## src/rtl/io_pkg.sv

```systemverilog
// io_pkg: shared constants for the memory-mapped IO bridge.
// Holds the IO page base, register offsets and default parameter values.
package io_pkg;

    localparam logic [19:0] IO_BASE    = 20'hFFFFF;

    localparam logic [11:0] OFF_DIGIT  = 12'h000;
    localparam logic [11:0] OFF_TIMER  = 12'h020;
    localparam logic [11:0] OFF_LED    = 12'h060;
    localparam logic [11:0] OFF_SWITCH = 12'h070;

    localparam int SW_W         = 24;
    localparam int DEBOUNCE_DEF = 20000;
    localparam int TICK_DIV_DEF = 25000;

endpackage

```

## src/rtl/sw_debounce.sv

```systemverilog
// sw_debounce: 2-flop synchronizer plus optional debounce of a switch bus.
// Ports: clk, rst (sync active-low), raw_i (async bus), stable_o (accepted).
// Macro IO_DEBOUNCE_EN enables the stability counter; otherwise the
// accepted value is the synchronized value.
module sw_debounce
    import io_pkg::*;
#(
    parameter int W      = SW_W,
    parameter int CYCLES = DEBOUNCE_DEF
) (
    input  logic         clk,
    input  logic         rst,
    input  logic [W-1:0] raw_i,
    output logic [W-1:0] stable_o
);

    logic [W-1:0] sync1_q;
    logic [W-1:0] sync2_q;

    always_ff @(posedge clk) begin
        if (!rst) begin
            sync1_q <= '0;
            sync2_q <= '0;
        end else begin
            sync1_q <= raw_i;
            sync2_q <= sync1_q;
        end
    end

`ifdef IO_DEBOUNCE_EN
    localparam int CW = $clog2(CYCLES + 1);

    logic [CW-1:0] cnt_q, cnt_d;
    logic [W-1:0]  acc_q, acc_d;

    // Count consecutive cycles of disagreement; any agreement restarts.
    always_comb begin
        cnt_d = cnt_q;
        acc_d = acc_q;
        if (sync2_q == acc_q) begin
            cnt_d = '0;
        end else if (cnt_q == CW'(CYCLES - 1)) begin
            acc_d = sync2_q;
            cnt_d = '0;
        end else begin
            cnt_d = cnt_q + 1'b1;
        end
    end

    always_ff @(posedge clk) begin
        if (!rst) begin
            cnt_q <= '0;
            acc_q <= '0;
        end else begin
            cnt_q <= cnt_d;
            acc_q <= acc_d;
        end
    end

    assign stable_o = acc_q;
`else
    assign stable_o = sync2_q;
`endif

endmodule

```

## src/rtl/io_bridge.sv

```systemverilog
// io_bridge: splits MEM-stage accesses between data RAM and an IO page.
// Ports: clk, rst (sync active-low), we/adr/wdata/rdata (CPU side),
// dram_we/dram_rd (RAM side), switch (raw in), led, digit (outputs).
// Macro IO_DEBOUNCE_EN enables switch debouncing in sw_debounce.
module io_bridge
    import io_pkg::*;
#(
    parameter int DEBOUNCE_CYCLES = DEBOUNCE_DEF,
    parameter int TICK_DIV        = TICK_DIV_DEF
) (
    input  logic        clk,
    input  logic        rst,
    input  logic        we,
    input  logic [31:0] adr,
    input  logic [31:0] wdata,
    output logic [31:0] rdata,
    output logic        dram_we,
    input  logic [31:0] dram_rd,
    input  logic [23:0] switch,
    output logic [23:0] led,
    output logic [31:0] digit
);

    localparam int PW = (TICK_DIV > 1) ? $clog2(TICK_DIV) : 1;

    logic        is_io;
    logic [11:0] off;
    logic        io_wr;
    logic        tick;

    logic [31:0] digit_q, digit_d;
    logic [23:0] led_q, led_d;
    logic [31:0] timer_q, timer_d;
    logic [PW-1:0] presc_q, presc_d;
    logic [23:0] sw_acc;

    assign is_io   = (adr[31:12] == IO_BASE);
    assign off     = adr[11:0];
    assign io_wr   = we & is_io;
    assign dram_we = we & ~is_io;

    sw_debounce #(
        .W      (SW_W),
        .CYCLES (DEBOUNCE_CYCLES)
    ) u_sw (
        .clk      (clk),
        .rst      (rst),
        .raw_i    (switch),
        .stable_o (sw_acc)
    );

    assign tick = (presc_q == PW'(TICK_DIV - 1));

    // CPU timer write wins over a same-cycle tick.
    always_comb begin
        digit_d = digit_q;
        led_d   = led_q;
        presc_d = tick ? '0 : presc_q + 1'b1;
        timer_d = tick ? timer_q + 32'd1 : timer_q;
        if (io_wr) begin
            case (off)
                OFF_DIGIT: digit_d = wdata;
                OFF_TIMER: begin
                    timer_d = wdata;
                    presc_d = '0;
                end
                OFF_LED:   led_d = wdata[23:0];
                default:   ;
            endcase
        end
    end

    always_ff @(posedge clk) begin
        if (!rst) begin
            digit_q <= '0;
            led_q   <= '0;
            timer_q <= '0;
            presc_q <= '0;
        end else begin
            digit_q <= digit_d;
            led_q   <= led_d;
            timer_q <= timer_d;
            presc_q <= presc_d;
        end
    end

    always_comb begin
        rdata = dram_rd;
        if (is_io) begin
            case (off)
                OFF_DIGIT:  rdata = digit_q;
                OFF_TIMER:  rdata = timer_q;
                OFF_LED:    rdata = {8'h00, led_q};
                OFF_SWITCH: rdata = {8'h00, sw_acc};
                default:    rdata = '0;
            endcase
        end
    end

    assign led   = led_q;
    assign digit = digit_q;

endmodule

```

## config.mk

```make
export PLATFORM = sky130hd
export DESIGN_NAME = io_bridge
export DESIGN_NICKNAME = d
export VERILOG_FILES = /design/src/rtl/io_pkg.sv /design/src/rtl/sw_debounce.sv /design/src/rtl/io_bridge.sv
export SDC_FILE = /design/constraint.sdc
export NUM_CORES = 1
export LEC_CHECK = 0
export CAP_MARGIN = 20
export CORE_UTILIZATION = 49
export CTS_BUF_LIST = sky130_fd_sc_hd__clkbuf_4
export DETAILED_ROUTE_END_ITERATION = 10
export GPL_ROUTABILITY_DRIVEN = 0
export PLACE_DENSITY = 0.83
export SLEW_MARGIN = 10
export SYNTH_ARGS = -nofsm -noshare
export SYNTH_HDL_FRONTEND = slang
export SYNTH_SLANG_ARGS = --single-unit
export TNS_END_PERCENT = 30
```

## constraint.sdc

```tcl
create_clock -name clk -period 3.46 [get_ports clk]
set_input_delay 0.692 -clock clk [delete_from_list [all_inputs] [get_ports clk]]
set_output_delay 0.692 -clock clk [all_outputs]
set_load 0.02 [all_outputs]
```

==> results of run 1 <==
-- sequential cells by signal (all words and copies together), names as in the netlist --
name           cells
u_sw.stable_o     24
timer_q           32
presc_q           15
led               24
u_sw.sync1_q      24
digit             32
-- worst paths after layout --
check | startpoint | end | depth (start not counted)
min | u_sw.sync1_q[17]$_SDFF_PN0_ | u_sw.stable_o[17]$_SDFF_PN0_ | 1
max reg2reg | presc_q[0]$_SDFF_PN0_ | timer_q[31]$_SDFF_PN0_ | 7
max | adr[0] | rdata[13] | 11
min reg2reg | u_sw.sync1_q[17]$_SDFF_PN0_ | u_sw.stable_o[17]$_SDFF_PN0_ | 1
-- report_power, final --
group / leakage [nW] / switching (mW) / internal (mW)
logic: 2.27 / 0.143 / 0.187
registers: 1.23 / 0.0101 / 1.77
clock network: 0.139 / 0.653 / 0.440
total: 3.63 / 0.806 / 2.39
-- metrics by stage --
step                setup TNS, ns  hold WS [ns]  setup slack [ns]
global placement           -19.19         0.413            -0.649
CTS                        -0.226         0.446           -0.0670
detailed placement         -19.66         0.419            -0.663
floorplan                       0         0.412            0.0823
global route               -0.291         0.460           -0.0331
finish                          0         0.443            0.0118
-- cells by family (layout without fill, tap and decap cells) --
family                     Yosys count  in the layout
muxes                               25             25
AOI/OAI and AO/OA                  185            185
xor gates and xnor gates            43             43
and+or+nand+nor                    325            325
other                                0              1
DFF                                151            151
buffers and inverters               71            293
adders and majority gates            2              2
-- routing by layer --
metal / GRT usage, % / wire length, um / vias up / part of all wire, %
li1: - / - / 3288 / -
met1: 39.0 / 9340 / 3252 / 42
met2: 46.7 / 10100 / 387 / 46
met3: 7.50 / 2190 / 40 / 9.9
met4: 10.9 / 471 / 0 / 2.1
met5: 0 / 0 / - / 0
-- worst max-delay path: stages --
cell	delay [ns]
sky130_fd_sc_hd__clkbuf_2	0.11
sky130_fd_sc_hd__or4_4	0.52
sky130_fd_sc_hd__buf_6	0.15
sky130_fd_sc_hd__buf_4	0.14
sky130_fd_sc_hd__nor4_4	0.28
sky130_fd_sc_hd__buf_6	0.19
sky130_fd_sc_hd__clkbuf_16	0.17
sky130_fd_sc_hd__a22oi_1	0.11
sky130_fd_sc_hd__a31oi_4	0.16
sky130_fd_sc_hd__a21o_1	0.11
sky130_fd_sc_hd__buf_4	0.13
-- placed cells by master, fill, tap and decap left out, drive strengths merged, types with 14 or more instances in the layout --
| cell type | instances |
|---|---|
| xnor2 | 36 |
| o21ai | 71 |
| a22oi | 32 |
| nor2 | 22 |
| a21oi | 30 |
| mux2i | 25 |
| dfxtp | 151 |
| nor4 | 14 |
| a21o | 24 |
| clkbuf | 26 |
| nand2 | 81 |
| nand3 | 44 |
| and2 | 51 |
| nor2b | 26 |
| buf | 75 |
| nand4 | 44 |
| nor3 | 16 |
| a31oi | 24 |
| clkdlybuf4s50 | 168 |
-- layout make-up --
cell class                 instances  area share, %
sequential                       151           30.6
clock inverter                    14           1.52
tap                              176           2.23
inverter                           5          0.190
clock buffer                      18           1.37
multi-input combinational        580           38.6
antenna                            1         0.0254
timing repair buffer             256           25.4
-- repair_timing --
item                       4_1_cts  5_1_grt
gates cloned                     3        3
setup buffers                    5        2
gates resized for setup        169       56
pin swaps                       13       10
setup endpoints to repair       33       32
==> results.json, run 1 <==
{
  "nFillCells": 988,
  "multi_input_area_um2": 3810,
  "place_hpwl_mm": 14.8,
  "cts-htree-levels": 4,
  "dieWidth_um": 121,
  "path_clk_slew_ns": 0.13,
  "die_h_um": 121,
  "timing_worst_slew_pin_value_ns": 0.703,
  "max_fclk_mhz": 290,
  "synth-main-ff-cell": "sky130_fd_sc_hd__dfxtp_1",
  "final-setup-viol-count": 0,
  "cts_num_sinks": 151,
  "path_class": "in2out",
  "worst_ir_drop_vdd_v": 0.000287,
  "cts_inserted_buffers": 17,
  "fin_util_pct": 73.1,
  "synthesis.area_per_instance_um2": 8.60,
  "synth-adder-area-share_pct": 0.363,
  "rsz0062_at_grt": "true",
  "clock_insertion_delay_worst_skew_ns": 0.55,
  "num_vias": 6967,
  "synth.most_common_cell": "sky130_fd_sc_hd__dfxtp_1",
  "fp-row-count": 42,
  "leakage_nw": 3.63,
  "buffer_ports.inserted": 211,
  "die_area_um2": 14600,
  "placeableCoreArea_um2": 13500,
  "min_period_over_period_pct": 99.7,
  "syn-num-nets": 927,
  "worst_hold_path_type": "reg2reg",
  "finalMaxSlewViolations": 0,
  "p_total_mw": 3.20,
  "maxCapViolations": 0,
  "synth_enable_flop_cells": 0,
  "skew_ns": 0.0190,
  "numPlacedInstances": 1157,
  "worstPathMaxFanout": 8,
  "routed_wire_length_per_instance_um": 18.4,
  "clockBufferDepth": 2,
  "seq_area_um2": 3020,
  "proportion_of_synthesized_area_in_mux_cells_pct": 3.63,
  "regToRegSetupSlack_ns": 0.86,
  "drt_pass1_iterations": 5,
  "synthDominantAreaCellType": "sky130_fd_sc_hd__dfxtp_1",
  "cts_root_buffer": "sky130_fd_sc_hd__clkbuf_4",
  "worst_ep_required_time_ns": 2.77,
  "instance_count_of_the_mapped_netlist": 802,
  "drt_drc_violations_left": 0,
  "synth_simple_gate_area_share_pct": 26.4,
  "async_flop_share_pct": 0,
  "cts_hold_buf": 0,
  "synthDominantCellAreaShare_pct": 43.8,
  "slew_headroom_pct": 53.1,
  "placement.cell_area_um2": 9300,
  "report.final.hold_viol_count": 0,
  "dominant_combinational_cell_family_by_area_after_synthesis": "simple AND/OR/NAND/NOR gates",
  "cp-start-kind": "input pin",
  "gr-usage-all-layers_pct": 29.6,
  "synth.cell_area_um2": 6900,
  "yosysUniqueCellTypes": 42,
  "synth_xor_area_share_pct": 5.46,
  "finalNetCount": 1136,
  "postSynthRegisterBits": 151,
  "layout.cell_area.non_filler_um2": 9870,
  "grt_first_pass_wirelength_mm": 33.4,
  "fin_cells": 1201,
  "endpoint_kind": "output pin",
  "detailedRoute.firstIterationViolations": 722,
  "period_minus_slack_ns": 3.45,
  "floorplan.initialDensity_pct": 51.1,
  "antenna_found_initial": 1,
  "synth.cells.most_frequent": "sky130_fd_sc_hd__dfxtp_1, sky130_fd_sc_hd__nand2_1, sky130_fd_sc_hd__clkbuf_1, sky130_fd_sc_hd__o21ai_1, sky130_fd_sc_hd__and2_1",
  "postRouteAntennaNets": 0,
  "ys.warnings.count": 0,
  "via_count_of_the_first_global_routing_pass": 6474,
  "total_length_of_routed_wires_mm": 22.1,
  "power.density_nw_per_um2": 324,
  "grt_start_max_net_pins": 74,
  "drive_gt1_share_pct": 14.2,
  "yosys-top-cells-area": "sky130_fd_sc_hd__dfxtp_1, sky130_fd_sc_hd__and2_1, sky130_fd_sc_hd__xnor2_1",
  "synth.yosys.seq_area_share_pct": 43.8,
  "tritoncts": "done",
  "route.detailed.vias_per_inst": 5.80,
  "synth_compound_area_share_pct": 16.1,
  "critical_path_arrival_ns": 2.76,
  "outcome": "completed",
  "pin_count": 212,
  "flow.area_growth_from_synthesis_pct": 43.1,
  "final_global_route_overflow_total": 0
}
No activity file was read; power rests on OpenSTA's default activity.
==> run 2, diff against run 1 <==
--- a/config.mk
+++ b/config.mk
@@ -5,9 +5,10 @@
 export SDC_FILE = /design/constraint.sdc
 export NUM_CORES = 1
 export LEC_CHECK = 0
-export CAP_MARGIN = 20
+export CAP_MARGIN = 5
 export CORE_UTILIZATION = 49
 export CTS_BUF_LIST = sky130_fd_sc_hd__clkbuf_4
+export CTS_CLUSTER_SIZE = 14
 export DETAILED_ROUTE_END_ITERATION = 10
 export GPL_ROUTABILITY_DRIVEN = 0
 export PLACE_DENSITY = 0.83
==> results of run 2 <==
No change in the layout: final DEF, timing and power equal those of run 1.
==> run 3, diff against run 2 <==
--- a/config.mk
+++ b/config.mk
@@ -6,14 +6,13 @@
 export NUM_CORES = 1
 export LEC_CHECK = 0
 export CAP_MARGIN = 5
-export CORE_UTILIZATION = 49
-export CTS_BUF_LIST = sky130_fd_sc_hd__clkbuf_4
+export CORE_UTILIZATION = 47
+export CTS_BUF_LIST = sky130_fd_sc_hd__clkbuf_16
 export CTS_CLUSTER_SIZE = 14
 export DETAILED_ROUTE_END_ITERATION = 10
 export GPL_ROUTABILITY_DRIVEN = 0
-export PLACE_DENSITY = 0.83
+export PLACE_DENSITY = 0.8
 export SLEW_MARGIN = 10
 export SYNTH_ARGS = -nofsm -noshare
 export SYNTH_HDL_FRONTEND = slang
 export SYNTH_SLANG_ARGS = --single-unit
-export TNS_END_PERCENT = 30
==> results.json, run 3 (synthesized netlist as in run 1, its figures left out) <==
{
  "outcome": "completed",
  "final_global_route_overflow_total": 0,
  "pwr-share-clk_pct": 45.2,
  "cts_root_buffer": "sky130_fd_sc_hd__clkbuf_16",
  "cts-htree-levels": 4,
  "flow.area_growth_from_synthesis_pct": 47.0,
  "p_total_mw": 3.84,
  "seq_power_share_pct": 46.3,
  "skew_ns": 0.0114,
  "leakage_nw": 3.78,
  "intPower_mw": 2.94,
  "critical_path_arrival_ns": 2.72,
  "path_class": "in2out",
  "worstPathMaxFanout": 7,
  "holdWs_ns": 0.431,
  "crit_buf_inv": 4,
  "seq_area_um2": 3020,
  "timing.hold.worst_path_depth": 1,
  "nFillCells": 1055,
  "grt_first_pass_wirelength_mm": 32.2,
  "cts_inserted_buffers": 17,
  "pin_count": 212,
  "buffer_ports.inserted": 211,
  "worst_ir_drop_vdd_v": 0.000346,
  "gr-usage-all-layers_pct": 28.2,
  "fin_setup_tns_ns": 0,
  "power.density_nw_per_um2": 378,
  "critical-path-slowest-cell": "sky130_fd_sc_hd__or4_4",
  "die_h_um": 123,
  "dpl_worst_slack_ns": -0.681,
  "maxCapViolations": 0,
  "floorplan.initialDensity_pct": 48.9,
  "report.final.hold_viol_count": 0,
  "worst_ep_required_time_ns": 2.77,
  "num_vias": 6861,
  "drt_drc_violations_left": 0,
  "cp-start-kind": "input pin",
  "dieWidth_um": 123,
  "route.detailed.vias_per_inst": 5.67,
  "grt_start_max_net_pins": 65,
  "cp.depth": 9,
  "finalMaxSlewViolations": 0,
  "placeableCoreArea_um2": 14100,
  "worst_hold_path_type": "reg2reg",
  "min_period_over_period_pct": 98.7,
  "routed_wire_length_per_instance_um": 17.8,
  "die_area_um2": 15200,
  "drt_pass1_iterations": 5,
  "cts_hold_buf": 0,
  "multi_input_area_um2": 3800,
  "max_fclk_mhz": 293,
  "layout_setup_ws_ns": 0.0434,
  "path_clk_slew_ns": 0.06,
  "endpoint_kind": "output pin",
  "slew_headroom_pct": 55.8,
  "final-setup-viol-count": 0,
  "cts_num_sinks": 151,
  "r2r_cells": 7,
  "finalNetCount": 1141,
  "power.combinational.fraction_pct": 8.5,
  "period_minus_slack_ns": 3.42,
  "layout_commonest_cell": "sky130_fd_sc_hd__clkdlybuf4s50_1",
  "fin_util_pct": 71.9,
  "cp_cell_sequence": "clkdlybuf4s15_1 > or4_4 > nor3_4 > buf_6 > clkbuf_4 > nand4_1 > a31oi_4 > a21o_1 > buf_4",
  "tritoncts": "done",
  "place_hpwl_mm": 14.0,
  "crit_path_max_incr_delay_ns": 0.61,
  "most-common-layout-cells": "sky130_fd_sc_hd__clkdlybuf4s50_1, sky130_fd_sc_hd__dfxtp_1, sky130_fd_sc_hd__nand2_1",
  "postRouteAntennaNets": 0,
  "total_length_of_routed_wires_mm": 21.6,
  "fp-row-count": 43,
  "drive_gt1_share_pct": 13.7,
  "antenna_found_initial": 0,
  "via_count_of_the_first_global_routing_pass": 6299,
  "switching_portion_of_total_power_pct": 23.3,
  "detailedRoute.firstIterationViolations": 487,
  "clockBufferDepth": 2,
  "path_delay_family": "simple AND/OR/NAND/NOR gates",
  "insertedDiodeCount": 0,
  "timing_worst_slew_pin_value_ns": 0.662,
  "clock_insertion_delay_worst_skew_ns": 0.43,
  "power.net_switching_mw": 0.895
}
run 3: worst register-to-register path: cells and delay by family (launching register included):
family / cells / cell delay (ns)
AOI/OAI and AO/OA: 1 / 0.08
xor gates and xnor gates: 1 / 0.17
adders and majority gates: 1 / 0.24
buffers and inverters: 1 / 0.40
DFF: 1 / 0.36
and+or+nand+nor: 3 / 1.08
run 3: layout make-up:
cell class | instances | area share (%)
Multi-Input combinational cell | 580 | 37.5
Sequential cell | 151 | 29.8
Timing Repair Buffer | 261 | 24.8
Clock buffer | 17 | 4.20
Tap cell | 180 | 2.22
Clock inverter | 15 | 1.28
Inverter | 5 | 0.185
run 3: worst paths after layout:
check	startpoint	end	slack, ns
setup / recovery	adr[9]	rdata[9]	0.04
hold / removal	u_sw.sync1_q[18]$_SDFF_PN0_	u_sw.stable_o[18]$_SDFF_PN0_	0.43
setup reg to reg	presc_q[0]$_SDFF_PN0_	timer_q[19]$_SDFF_PN0_	1.02
hold reg to reg	u_sw.sync1_q[18]$_SDFF_PN0_	u_sw.stable_o[18]$_SDFF_PN0_	0.43
run 3: layer usage:
| layer | share of wire (%) | GRT usage [%] | vias to the layer above | wire [um] |
|---|---|---|---|---|
| met2 | 46 | 44.9 | 342 | 9850 |
| met3 | 9.5 | 7.98 | 44 | 2040 |
| met4 | 2.6 | 11.6 | 0 | 561 |
| li1 | - | - | 3306 | - |
| met1 | 42 | 35.7 | 3169 | 9120 |
| met5 | 0 | 0 | - | 0 |
run 3: power groups by stage:
stage          registers [mW]  clock network [mW]  logic [mW]
2_1_floorplan            1.81                   0       0.122
5_1_grt                  1.78                1.83       0.350
3_3_place_gp             1.81                   0       0.332
6_report                 1.78                1.73       0.325
4_1_cts                  1.78                1.75       0.322
3_5_place_dp             1.82                   0       0.335
run 3: per-stage QoR:
stage / std cells / cell area (um2)
floorplan: 802 / 6900
global placement: 1157 / 9280
detailed placement: 1157 / 9280
CTS: 1208 / 10100
global route: 1209 / 10100
finish: 1209 / 10100
run 3: what timing repair did:
action | 4_1_cts | 5_1_grt
setup endpoints to repair | 33 | 29
setup buffers | 14 | 7
resized for setup | 175 | 42
gates cloned | 5 | 0
pin swaps | 17 | 16
==> RTL change, RTL diff (flow settings as in run 1) <==
Add an input register stage for `we`, `adr`, `wdata`, `dram_rd` and `switch`; this delays them by one clock.
--- a/src/rtl/io_bridge.sv
+++ b/src/rtl/io_bridge.sv
@@ -23,6 +23,20 @@
 
     localparam int PW = (TICK_DIV > 1) ? $clog2(TICK_DIV) : 1;
 
+    logic we_q;
+    logic [31:0] adr_q;
+    logic [31:0] wdata_q;
+    logic [31:0] dram_rd_q;
+    logic [23:0] switch_q;
+
+    always_ff @(posedge clk) begin
+        we_q      <= we;
+        adr_q     <= adr;
+        wdata_q   <= wdata;
+        dram_rd_q <= dram_rd;
+        switch_q  <= switch;
+    end
+
     logic        is_io;
     logic [11:0] off;
     logic        io_wr;
@@ -34,10 +48,10 @@
     logic [PW-1:0] presc_q, presc_d;
     logic [23:0] sw_acc;
 
-    assign is_io   = (adr[31:12] == IO_BASE);
-    assign off     = adr[11:0];
-    assign io_wr   = we & is_io;
-    assign dram_we = we & ~is_io;
+    assign is_io   = (adr_q[31:12] == IO_BASE);
+    assign off     = adr_q[11:0];
+    assign io_wr   = we_q & is_io;
+    assign dram_we = we_q & ~is_io;
 
     sw_debounce #(
         .W      (SW_W),
@@ -45,7 +59,7 @@
     ) u_sw (
         .clk      (clk),
         .rst      (rst),
-        .raw_i    (switch),
+        .raw_i    (switch_q),
         .stable_o (sw_acc)
     );
 
@@ -59,12 +73,12 @@
         timer_d = tick ? timer_q + 32'd1 : timer_q;
         if (io_wr) begin
             case (off)
-                OFF_DIGIT: digit_d = wdata;
+                OFF_DIGIT: digit_d = wdata_q;
                 OFF_TIMER: begin
-                    timer_d = wdata;
+                    timer_d = wdata_q;
                     presc_d = '0;
                 end
-                OFF_LED:   led_d = wdata[23:0];
+                OFF_LED:   led_d = wdata_q[23:0];
                 default:   ;
             endcase
         end
@@ -85,7 +99,7 @@
     end
 
     always_comb begin
-        rdata = dram_rd;
+        rdata = dram_rd_q;
         if (is_io) begin
             case (off)
                 OFF_DIGIT:  rdata = digit_q;
Behaviour: not the same (a bounded check fails within 4 cycles, from zero or initial values and one cycle with rst low).
==> RTL change against run 1 <==
- setup slack better by 75 ps
- utilization is 4.8 points lower
- wire length is 14% higher
- synthesized area is 35% higher
- sequential cell count is 121 higher
- design area is 29% higher
- power is 98% higher
- hold slack worse by 25 ps
- critical path type is now reg -> out
- critical endpoint is now rdata[11]
- largest cell class is now registers
- largest power group unchanged
- highest routed layer unchanged
==> RTL change: results (changes against run 1) <==
* Number of standard cells in the layout, taps in and fillers out: 1479 (+23%)
- Synthesized-area fraction occupied by ao, oa, aoi and oai cells: 0.128 (-0.0332)
* Xor and xnor fraction of the mapped netlist area: 0.0395 (-0.0151)
- Post-DP HPWL: 15500 µm (+4.8%)
* Place WS: 348 ps (+1010 ps)
- GR met1 Demand/Resource: 0.299 (-0.0912)
- Wire per inst: 16.9 µm (-7.8%)
- Clock network fraction of design power: 0.435 (+0.093)
- By count the netlist is led by 272 x dfxtp_1, 170 x nand2_1, 56 x o21ai_0.
* Share of synthesized area spent on multiplexers: 0.0269 (-0.00940)
- The total number of clock tree sinks is 272 (+80%).
* Leading cell types by total area after synthesis: dfxtp_1 58%, nand2_1 6.9%, and2_1 3.5%, a21boi_0 3.1%, o21ai_0 3.0%
- The met2 track demand over resource came to 0.417 (-0.0501).
- Setup skew after layout: 45.7 ps (+26.7 ps)
* Cell count after synthesis: 930 (+16%)
- Met2 wirelength from detailed routing: 12100 µm (+21%)
- Maximum number of pins on one net before global-route repair: 53 (-28%)
- Share of cells above drive strength 1: 0.165 (+0.0232)
* Root buffer cell: clkbuf_4
* Slowest cell delay on critical path: 340 ps (-180 ps)
- The post-place instance area is 11600 µm² (+25%).
- The reported leakage power was 5.06 nW (+39%).
- The routing usage on met3 is 0.0709 (-0.00411).
- The global-route wire length before repair is 38400 µm (+15%).
- The maximum count of clock buffers along a single path was 3 (+1).
- The clock slew seen by the registers of the worst setup and hold paths came to 80 ps (-50 ps).
* IR drop worst, VDD: 321 µV (+12%)
* Post-cts sizing count: 164 (-3.0%)
- The data arrival time of the critical path came to 2680 ps (-80 ps).
* Top layer in use: met4
- Post-synthesis adder-cell area fraction: 0.00269 (-0.000940)
- The global routing usage summed across all routing layers was 0.250 (-0.0458).
- Routed length on met1: 10400 µm (+11%)
* Routed length on met3: 1920 µm (-13%)
- The most used flip-flop cell after synthesis is dfxtp_1.
* Highest-delay cell along the critical path: dfxtp_2
- The power attributed to the clock group came to 2.76 mW (+150%).
* Combined area of the multi-input logic cells: 3680 µm² (-3.5%)
- The design internal power came to 4.97 mW (+110%).
- Htree depth: 3 (-1)
* Clock latency on the worst-skew pair: 680 ps (+130 ps)
* Num CTS Buffers: 71 (+54)
- The fraction of power consumed by sequential logic was 0.517 (-0.038).
- The post-layout net count is 1327 (+17%).
* Post-detailed-route via-to-cell ratio: 5.20 (-10%)
- The sequential element share of the synthesized area was 0.585 (+0.147).
- The number of DRC markers in iteration 0 was 401 (-44%).
* Number of different library cells in the post-synthesis netlist: 41 (-2.4%)
* Via count of the first global-routing pass: 7765 (+20%)
- The total nets after synthesis was 1055 (+14%).
- The flow ran to the end, and the final reports show no timing, DRC or antenna violations.
- Count of fill cells added during filler insertion: 1458 (+48%)
- The largest driver fanout on the critical path came to 17 (+9).
- Setup fix buffers added after clock tree synthesis: 16 (+11)
* Slew headroom: 0.666 (+0.135)
- The worst hold path belongs to the class reg -> reg.
## RTL change: cell types whose count changed in the layout (fill, tap and decap cells not counted), sizes merged, moves of 27 or more
cell / delta
dfxtp: +121
clkbuf: +76
a21boi: +57
nor2: +27
nand4: -29
nand2: +89
## RTL change: area by class of cell
type	count	area share
flip-flops and latches	272	0.428
multi-input cells	598	0.289
repair buffers	252	0.188
clock buffers	100	0.0589
well taps	234	0.0230
clock inverters	15	0.0110
inverters	7	0.00206
diodes	1	0.000196
## RTL change: worst paths after layout
| kind | cells after the start | slack, ps | end | start |
|---|---|---|---|---|
| setup / recovery | 10 | 90 | rdata[11] | adr_q[9]$_DFF_P_ |
| hold / removal | 1 | 420 | u_sw.sync1_q[20]$_SDFF_PN0_ | switch_q[20]$_DFF_P_ |
| setup reg to reg | 22 | 150 | timer_q[31]$_SDFF_PN0_ | adr_q[11]$_DFF_P_ |
| hold reg to reg | 1 | 420 | u_sw.sync1_q[20]$_SDFF_PN0_ | switch_q[20]$_DFF_P_ |
